--- config.mk ---
export PLATFORM = sky130hd
export DESIGN_NAME = kovacs_sequencer
export DESIGN_NICKNAME = d
export VERILOG_FILES = /design/src/rtl/kovacs_pkg.sv /design/src/rtl/kovacs_phase_timer.sv /design/src/rtl/kovacs_sequencer.sv
export SDC_FILE = /design/constraint.sdc
export NUM_CORES = 1
export LEC_CHECK = 0
export CELL_PAD_IN_SITES_DETAIL_PLACEMENT = 2
export CELL_PAD_IN_SITES_GLOBAL_PLACEMENT = 2
export CORE_UTILIZATION = 33
export CTS_CLUSTER_DIAMETER = 30
export DETAILED_ROUTE_END_ITERATION = 8
export GPL_TIMING_DRIVEN = 0
export PLACE_DENSITY = 0.89
export SLEW_MARGIN = 20
export SYNTH_ARGS = -nofsm -noshare
export SYNTH_HDL_FRONTEND = slang
export SYNTH_SLANG_ARGS = --single-unit
export TNS_END_PERCENT = 100
--- constraint.sdc ---
create_clock -name clk_i -period 5.6 [get_ports clk_i]
set_clock_uncertainty 0.2 [all_clocks]
set_input_delay 1.12 -clock clk_i [delete_from_list [all_inputs] [get_ports clk_i]]
set_output_delay 1.12 -clock clk_i [all_outputs]
set_load 0.01 [all_outputs]
--- src/rtl/kovacs_pkg.sv ---
// Shared encodings for the Kovacs three-level protocol sequencer.
package kovacs_pkg;

  typedef enum logic [1:0] {
    ST_IDLE = 2'd0,
    ST_HIGH = 2'd1,
    ST_LOW  = 2'd2,
    ST_RESC = 2'd3
  } state_e;

  localparam int IND_HIGH = 8191;
  localparam int IND_RESC = 4096;
  localparam int IND_LOW  = 0;

endpackage

--- src/rtl/kovacs_phase_timer.sv ---
// Phase-duration counter: counts 0..max(dur,1)-1 and flags the terminal count.
module kovacs_phase_timer #(
  parameter int CNT_W = 32
) (
  input  logic             clk_i,
  input  logic             rstn_i,
  input  logic             clr,
  input  logic             en,
  input  logic [CNT_W-1:0] dur,
  output logic             tc
);

  logic [CNT_W-1:0] cnt_q;
  logic [CNT_W-1:0] last;

  // A zero duration behaves as one cycle; the counter never passes dur-1,
  // so the all-ones duration cannot overflow.
  assign last = (dur == '0) ? '0 : dur - CNT_W'(1);
  assign tc   = en && (cnt_q == last);

  always_ff @(posedge clk_i or negedge rstn_i) begin
    if (!rstn_i)  cnt_q <= '0;
    else if (clr) cnt_q <= '0;
    else if (en)  cnt_q <= tc ? '0 : cnt_q + CNT_W'(1);
  end

endmodule

--- src/rtl/kovacs_sequencer.sv ---
// Run-controlled HIGH -> LOW -> RESC sequencer driving the DAC sample and phase marker.
module kovacs_sequencer
  import kovacs_pkg::*;
#(
  parameter int CNT_W  = 32,
  parameter int REP_W  = 16,
  parameter int DATA_W = 16,
  parameter int OUT_W  = 14
) (
  input  logic              clk_i,
  input  logic              rstn_i,
  input  logic              start_i,
  input  logic              abort_i,
  input  logic [CNT_W-1:0]  T0_i,
  input  logic [CNT_W-1:0]  T1_i,
  input  logic [CNT_W-1:0]  T2_i,
  input  logic [REP_W-1:0]  reps_i,
  input  logic [DATA_W-1:0] data_i,
  input  logic [DATA_W-1:0] data_rescaled_i,
  input  logic [DATA_W-1:0] data_low_i,
  output logic [OUT_W-1:0]  data_o,
  output logic [OUT_W-1:0]  indicator_o,
  output logic [1:0]        phase_o,
  output logic              busy_o,
  output logic              done_o,
  output logic [REP_W-1:0]  cycle_cnt_o
);

  state_e           state_q, state_d;
  logic [CNT_W-1:0] t0_q, t1_q, t2_q, cur_dur;
  logic [REP_W-1:0] reps_q, cyc_q, cyc_nxt;
  logic             cap, cyc_inc, done_d, done_q, tc;
  logic             run;
  logic [OUT_W-1:0] data_q, ind_q;
  logic             unused_lsbs;

  assign unused_lsbs = ^{data_i[DATA_W-OUT_W-1:0], data_rescaled_i[DATA_W-OUT_W-1:0],
                         data_low_i[DATA_W-OUT_W-1:0]};

  assign run     = (state_q != ST_IDLE);
  assign cyc_nxt = cyc_q + REP_W'(1);

  // RESC uses T1, LOW uses T2.
  always_comb begin
    cur_dur = t0_q;
    unique case (state_q)
      ST_LOW:  cur_dur = t2_q;
      ST_RESC: cur_dur = t1_q;
      default: cur_dur = t0_q;
    endcase
  end

  kovacs_phase_timer #(.CNT_W(CNT_W)) u_timer (
    .clk_i  (clk_i),
    .rstn_i (rstn_i),
    .clr    (!run),
    .en     (run),
    .dur    (cur_dur),
    .tc     (tc)
  );

  always_comb begin
    state_d = state_q;
    cap     = 1'b0;
    cyc_inc = 1'b0;
    done_d  = 1'b0;
    if (state_q == ST_IDLE) begin
      if (start_i && !abort_i) begin
        cap     = 1'b1;
        state_d = ST_HIGH;
      end
    end else if (abort_i) begin
      state_d = ST_IDLE;
    end else if (tc) begin
      unique case (state_q)
        ST_HIGH: state_d = ST_LOW;
        ST_LOW:  state_d = ST_RESC;
        ST_RESC: begin
          cyc_inc = 1'b1;
          if (reps_q != '0 && cyc_nxt == reps_q) begin
            state_d = ST_IDLE;
            done_d  = 1'b1;
          end else begin
            state_d = ST_HIGH;
          end
        end
        default: state_d = ST_IDLE;
      endcase
    end
  end

  always_ff @(posedge clk_i or negedge rstn_i) begin
    if (!rstn_i) begin
      state_q <= ST_IDLE;
      t0_q    <= '0;
      t1_q    <= '0;
      t2_q    <= '0;
      reps_q  <= '0;
      cyc_q   <= '0;
      done_q  <= 1'b0;
    end else begin
      state_q <= state_d;
      done_q  <= done_d;
      if (cap) begin
        t0_q   <= T0_i;
        t1_q   <= T1_i;
        t2_q   <= T2_i;
        reps_q <= reps_i;
        cyc_q  <= '0;
      end else if (cyc_inc) begin
        cyc_q  <= cyc_nxt;
      end
    end
  end

  // Sample and marker lag phase_o by one cycle.
  always_ff @(posedge clk_i or negedge rstn_i) begin
    if (!rstn_i) begin
      data_q <= '0;
      ind_q  <= '0;
    end else begin
      unique case (state_q)
        ST_HIGH: begin
          data_q <= data_i[DATA_W-1 -: OUT_W];
          ind_q  <= OUT_W'(IND_HIGH);
        end
        ST_LOW: begin
          data_q <= data_low_i[DATA_W-1 -: OUT_W];
          ind_q  <= OUT_W'(IND_LOW);
        end
        ST_RESC: begin
          data_q <= data_rescaled_i[DATA_W-1 -: OUT_W];
          ind_q  <= OUT_W'(IND_RESC);
        end
        default: begin
          data_q <= data_i[DATA_W-1 -: OUT_W];
          ind_q  <= '0;
        end
      endcase
    end
  end

  assign data_o      = data_q;
  assign indicator_o = ind_q;
  assign phase_o     = state_q;
  assign busy_o      = run;
  assign done_o      = done_q;
  assign cycle_cnt_o = cyc_q;

endmodule

==> impl_metrics.env <==
export IMPL_power_share_sequential=0.365
export IMPL_max_clock_path_buffers=2
export IMPL_ant_nets=0
export IMPL_hold_path_depth=1
export IMPL_max_slew_margin_rel=0.274
export IMPL_die_height_um=176
export IMPL_maxCapViolations=0
export IMPL_antenna_found_initial=3
export IMPL_synth_seq_cells=179
export IMPL_synth_nets=1123
export IMPL_timing_critical_path_fanout_max=10
export IMPL_netlist_area_sq_um=10000
export IMPL_floorplan_initialDensity=0.336
export IMPL_final_max_slew_violation_count=0
export IMPL_netSwitchingPower_w=0.00258
export IMPL_first_pass_grt_wire_length_um=68400
export IMPL_grt_overflow=0
export IMPL_area_growth_pct=35.4
export IMPL_cts_clk_slew_worst_paths_ns=0.09
export IMPL_layout_drive_gt1_share=0.214
export IMPL_reg2reg_depth=17
export IMPL_synthesis_yosys_warnings=0
export IMPL_setup_violations_final=40
export IMPL_setup_repair_after_global_routing_missed_its_margin="yes"
export IMPL_ff_latch_area_sq_um=4480
export IMPL_cpLargestDelayFamily="compound AO/OA/AOI/OAI gates"
export IMPL_syn_mean_instance_area_sq_um=10.5
export IMPL_worst_skew_pair_late_latency_ns=0.47
export IMPL_tns_ns=-4.94
export IMPL_fin_crit_sh=1.05
export IMPL_violations="setup timing"
export IMPL_post_layout_nonfiller_instances=1591
export IMPL_final_period_minus_worst_setup_slack_ns=5.89
export IMPL_end_kind="flop"
export IMPL_starting_drt_drc_count=769
export IMPL_multiInputGateArea_sq_um=5420
export IMPL_ir_worst_vdd_mv=0.271
export IMPL_placed_cells=1545
export IMPL_cts_tree="yes"
export IMPL_finish_utilization=0.455
export IMPL_power_per_cell_area_nw_per_um2=445
export IMPL_drc=0
export IMPL_achievable_frequency_ghz=0.170
export IMPL_gr_usage_all_layers=0.295
export IMPL_synth_main_ff_cell="sky130_fd_sc_hd__dfrtp_1"
export IMPL_power_share_clock=0.226
export IMPL_cpMaxStageDelayCell="sky130_fd_sc_hd__a221oi_2"
export IMPL_finalWirelength_um=50300
export IMPL_tightestPinTransition_ns=1.09
export IMPL_dpl_hpwl_um=28800
export IMPL_grt_start_max_net_pins=92
export IMPL_finalNetCount=1361
export IMPL_asyncSetResetFlopFracSynth=1.00
export IMPL_power_switching_fraction=0.427
export IMPL_final_setup_worst_slack_ns=-0.290
export IMPL_postSynthCellCount=950
export IMPL_path_cells="inv_1 -> ha_1 -> nor2_2 -> buf_6 -> a21o_1 -> inv_2 -> ha_1 -> a221oi_2 -> o21ai_0 -> a221o_1 -> a2111oi_2 -> nand4_1 -> or4b_4 -> nor4b_4 -> buf_4 -> nand3_1 -> nand3_1"
export IMPL_cts_root_buffer_cell="sky130_fd_sc_hd__clkbuf_16"
export IMPL_outcome="complete, but fails checks"
export IMPL_synth_edff_count=0
export IMPL_place_port_buffers=204
export IMPL_die_width_um=176
export IMPL_cts_max_level=4
export IMPL_p_leak_nw=5.50
export IMPL_cp_start_kind="flop"
export IMPL_critPathKind="reg2reg"
export IMPL_die_area_sq_um=31100
export IMPL_drt_wirelength_per_cell_um=31.6
export IMPL_vias=9853
export IMPL_timing_critical_path_buf_inv=4
export IMPL_n_antenna_cell=0
export IMPL_gpl_final_weighted_congestion=0.888
export IMPL_seq_area_frac_synth=0.447
export IMPL_vias_per_cell=6.19
export IMPL_numClockSinks=179
export IMPL_placementRows=63
export IMPL_nFillCells=3010
export IMPL_boundaryPins=212
export IMPL_crit_arrival_ns=6.08
export IMPL_path_depth=17
export IMPL_worst_path_largest_cell_delay_ns=0.59
export IMPL_cp_data_required_time_ns=5.79
export IMPL_timing_final_hold_violations=0
export IMPL_via_count_of_the_first_global_routing_pass=10700
export IMPL_cellInternalPower_w=0.00346
export IMPL_first_pass_iters=7
export IMPL_share_comb_of_total_power=0.410
export IMPL_cts_inserted_buffers=17
export IMPL_design_core_area_sq_um=29800
export IMPL_synth_cell_type_count=81
export IMPL_holdCritPathClass="reg2reg"
## kinds of logic after synthesis
logic type,count (synthesis),share of synthesized area
and+or+nand+nor,324,0.174
DFF,179,0.447
AOI/OAI and AO/OA,152,0.115
muxes,119,0.133
xor gates and xnor gates,92,0.0839
buffers and inverters,74,0.0352
adders and majority gates,9,0.0112
other,1,0.000374
## state kept, by name (all words and copies together), names as in the netlist
register and cells:
t0_q 32, t1_q 32, t2_q 32, u_timer.cnt_q 32, cycle_cnt_o 16, reps_q 16, data_o 14, indicator_o 2
phase_o 2, done_o 1
## per-layer routing
layer	vias to the layer above	global-route usage	wire length, um
met4	4	0.140	3240
met2	595	0.532	25300
li1	3927	-	-
met3	248	0.0441	3330
met1	5079	0.340	18400
met5	-	0	27
## Yosys cell counts (19+ instances only)
cell type | count | area share
sky130_fd_sc_hd__a22oi_1 | 19 | 0.014
sky130_fd_sc_hd__xor2_1 | 38 | 0.033
sky130_fd_sc_hd__mux2_2 | 113 | 0.13
sky130_fd_sc_hd__nand3_1 | 69 | 0.034
sky130_fd_sc_hd__dfrtp_1 | 179 | 0.45
sky130_fd_sc_hd__xnor2_1 | 51 | 0.045
sky130_fd_sc_hd__clkbuf_1 | 34 | 0.013
sky130_fd_sc_hd__nand2_1 | 61 | 0.023
sky130_fd_sc_hd__a21oi_1 | 19 | 0.0095
sky130_fd_sc_hd__nand4_1 | 20 | 0.012
sky130_fd_sc_hd__nor2_1 | 66 | 0.025
sky130_fd_sc_hd__a22o_1 | 32 | 0.028
## layout make-up
type	count	area share
Multi-Input combinational cell	697	0.399
Sequential cell	179	0.330
Timing Repair Buffer	220	0.161
Tap cell	390	0.0360
Clock buffer	17	0.0314
Buffer	60	0.0232
Clock inverter	15	0.0151
Inverter	13	0.00360
## metrics by stage
stage / setup slack [ns] / total power, W / hold slack (ns) / cell area, sq um
after floorplan: 1.21 / 0.00330 / 0.281 / 10000
after global placement: -4.49 / 0.00389 / 0.290 / 12600
after detailed placement: -0.270 / 0.00410 / 0.301 / 12600
after CTS: 0.00876 / 0.00564 / 0.321 / 13300
after global routing: -0.478 / 0.00618 / 0.334 / 13600
final: -0.290 / 0.00604 / 0.319 / 13600
## path summary, 6_finish.rpt
check                           start                to  slack (ns)
setup reg to reg           phase_o[0]   cycle_cnt_o[12]       -0.29
setup / recovery           phase_o[0]   cycle_cnt_o[12]       -0.29
hold / removal               t2_q[30]          t2_q[30]        0.32
hold reg to reg              t2_q[30]          t2_q[30]        0.32
max in group asynchronous      rstn_i  u_timer.cnt_q[5]        3.78
min in group asynchronous      rstn_i          t2_q[22]        0.46
## what timing repair did
item / CTS / global route
pin swaps: 2 / 6
setup buffers: 3 / 12
endpoints found under the setup margin: 50 / 50
hold buffers: 0 / 0
resized for setup: 22 / 30
## worst register-to-register path, stage by stage, from the launching register on
cell and delay [ns]:
sky130_fd_sc_hd__dfrtp_2 0.48, sky130_fd_sc_hd__inv_1 0.10, sky130_fd_sc_hd__ha_1 0.28, sky130_fd_sc_hd__nor2_2 0.30, sky130_fd_sc_hd__buf_6 0.27, sky130_fd_sc_hd__a21o_1 0.28
sky130_fd_sc_hd__inv_2 0.14, sky130_fd_sc_hd__ha_1 0.38, sky130_fd_sc_hd__a221oi_2 0.60, sky130_fd_sc_hd__o21ai_0 0.34, sky130_fd_sc_hd__a221o_1 0.39, sky130_fd_sc_hd__a2111oi_2 0.38
sky130_fd_sc_hd__nand4_1 0.17, sky130_fd_sc_hd__or4b_4 0.56, sky130_fd_sc_hd__nor4b_4 0.38, sky130_fd_sc_hd__buf_4 0.27, sky130_fd_sc_hd__nand3_1 0.15, sky130_fd_sc_hd__nand3_1 0.16
## cell usage in the layout, fill, tap and decap left out, drive strengths merged, types with 15 or more instances in the layout
cell	n
nor2	66
nor4	20
clkdlybuf4s50	203
inv	22
nor3	15
dfrtp	179
nand2	61
and3	18
nand3	70
nand4	22
buf	45
xor2	38
mux2	113
a22oi	19
a22o	32
xnor2	52
a21oi	38
o21ai	15
clkbuf	49
## power by group through the flow
stage | clock network (W) | logic (W) | registers, W
after detailed placement | 0 | 0.00199 | 0.00210
after floorplan | 0 | 0.00133 | 0.00197
after CTS | 0.00135 | 0.00216 | 0.00212
after global placement | 0 | 0.00186 | 0.00203
after global routing | 0.00140 | 0.00256 | 0.00222
final | 0.00136 | 0.00248 | 0.00220
(Power assumes the default switching activity.)
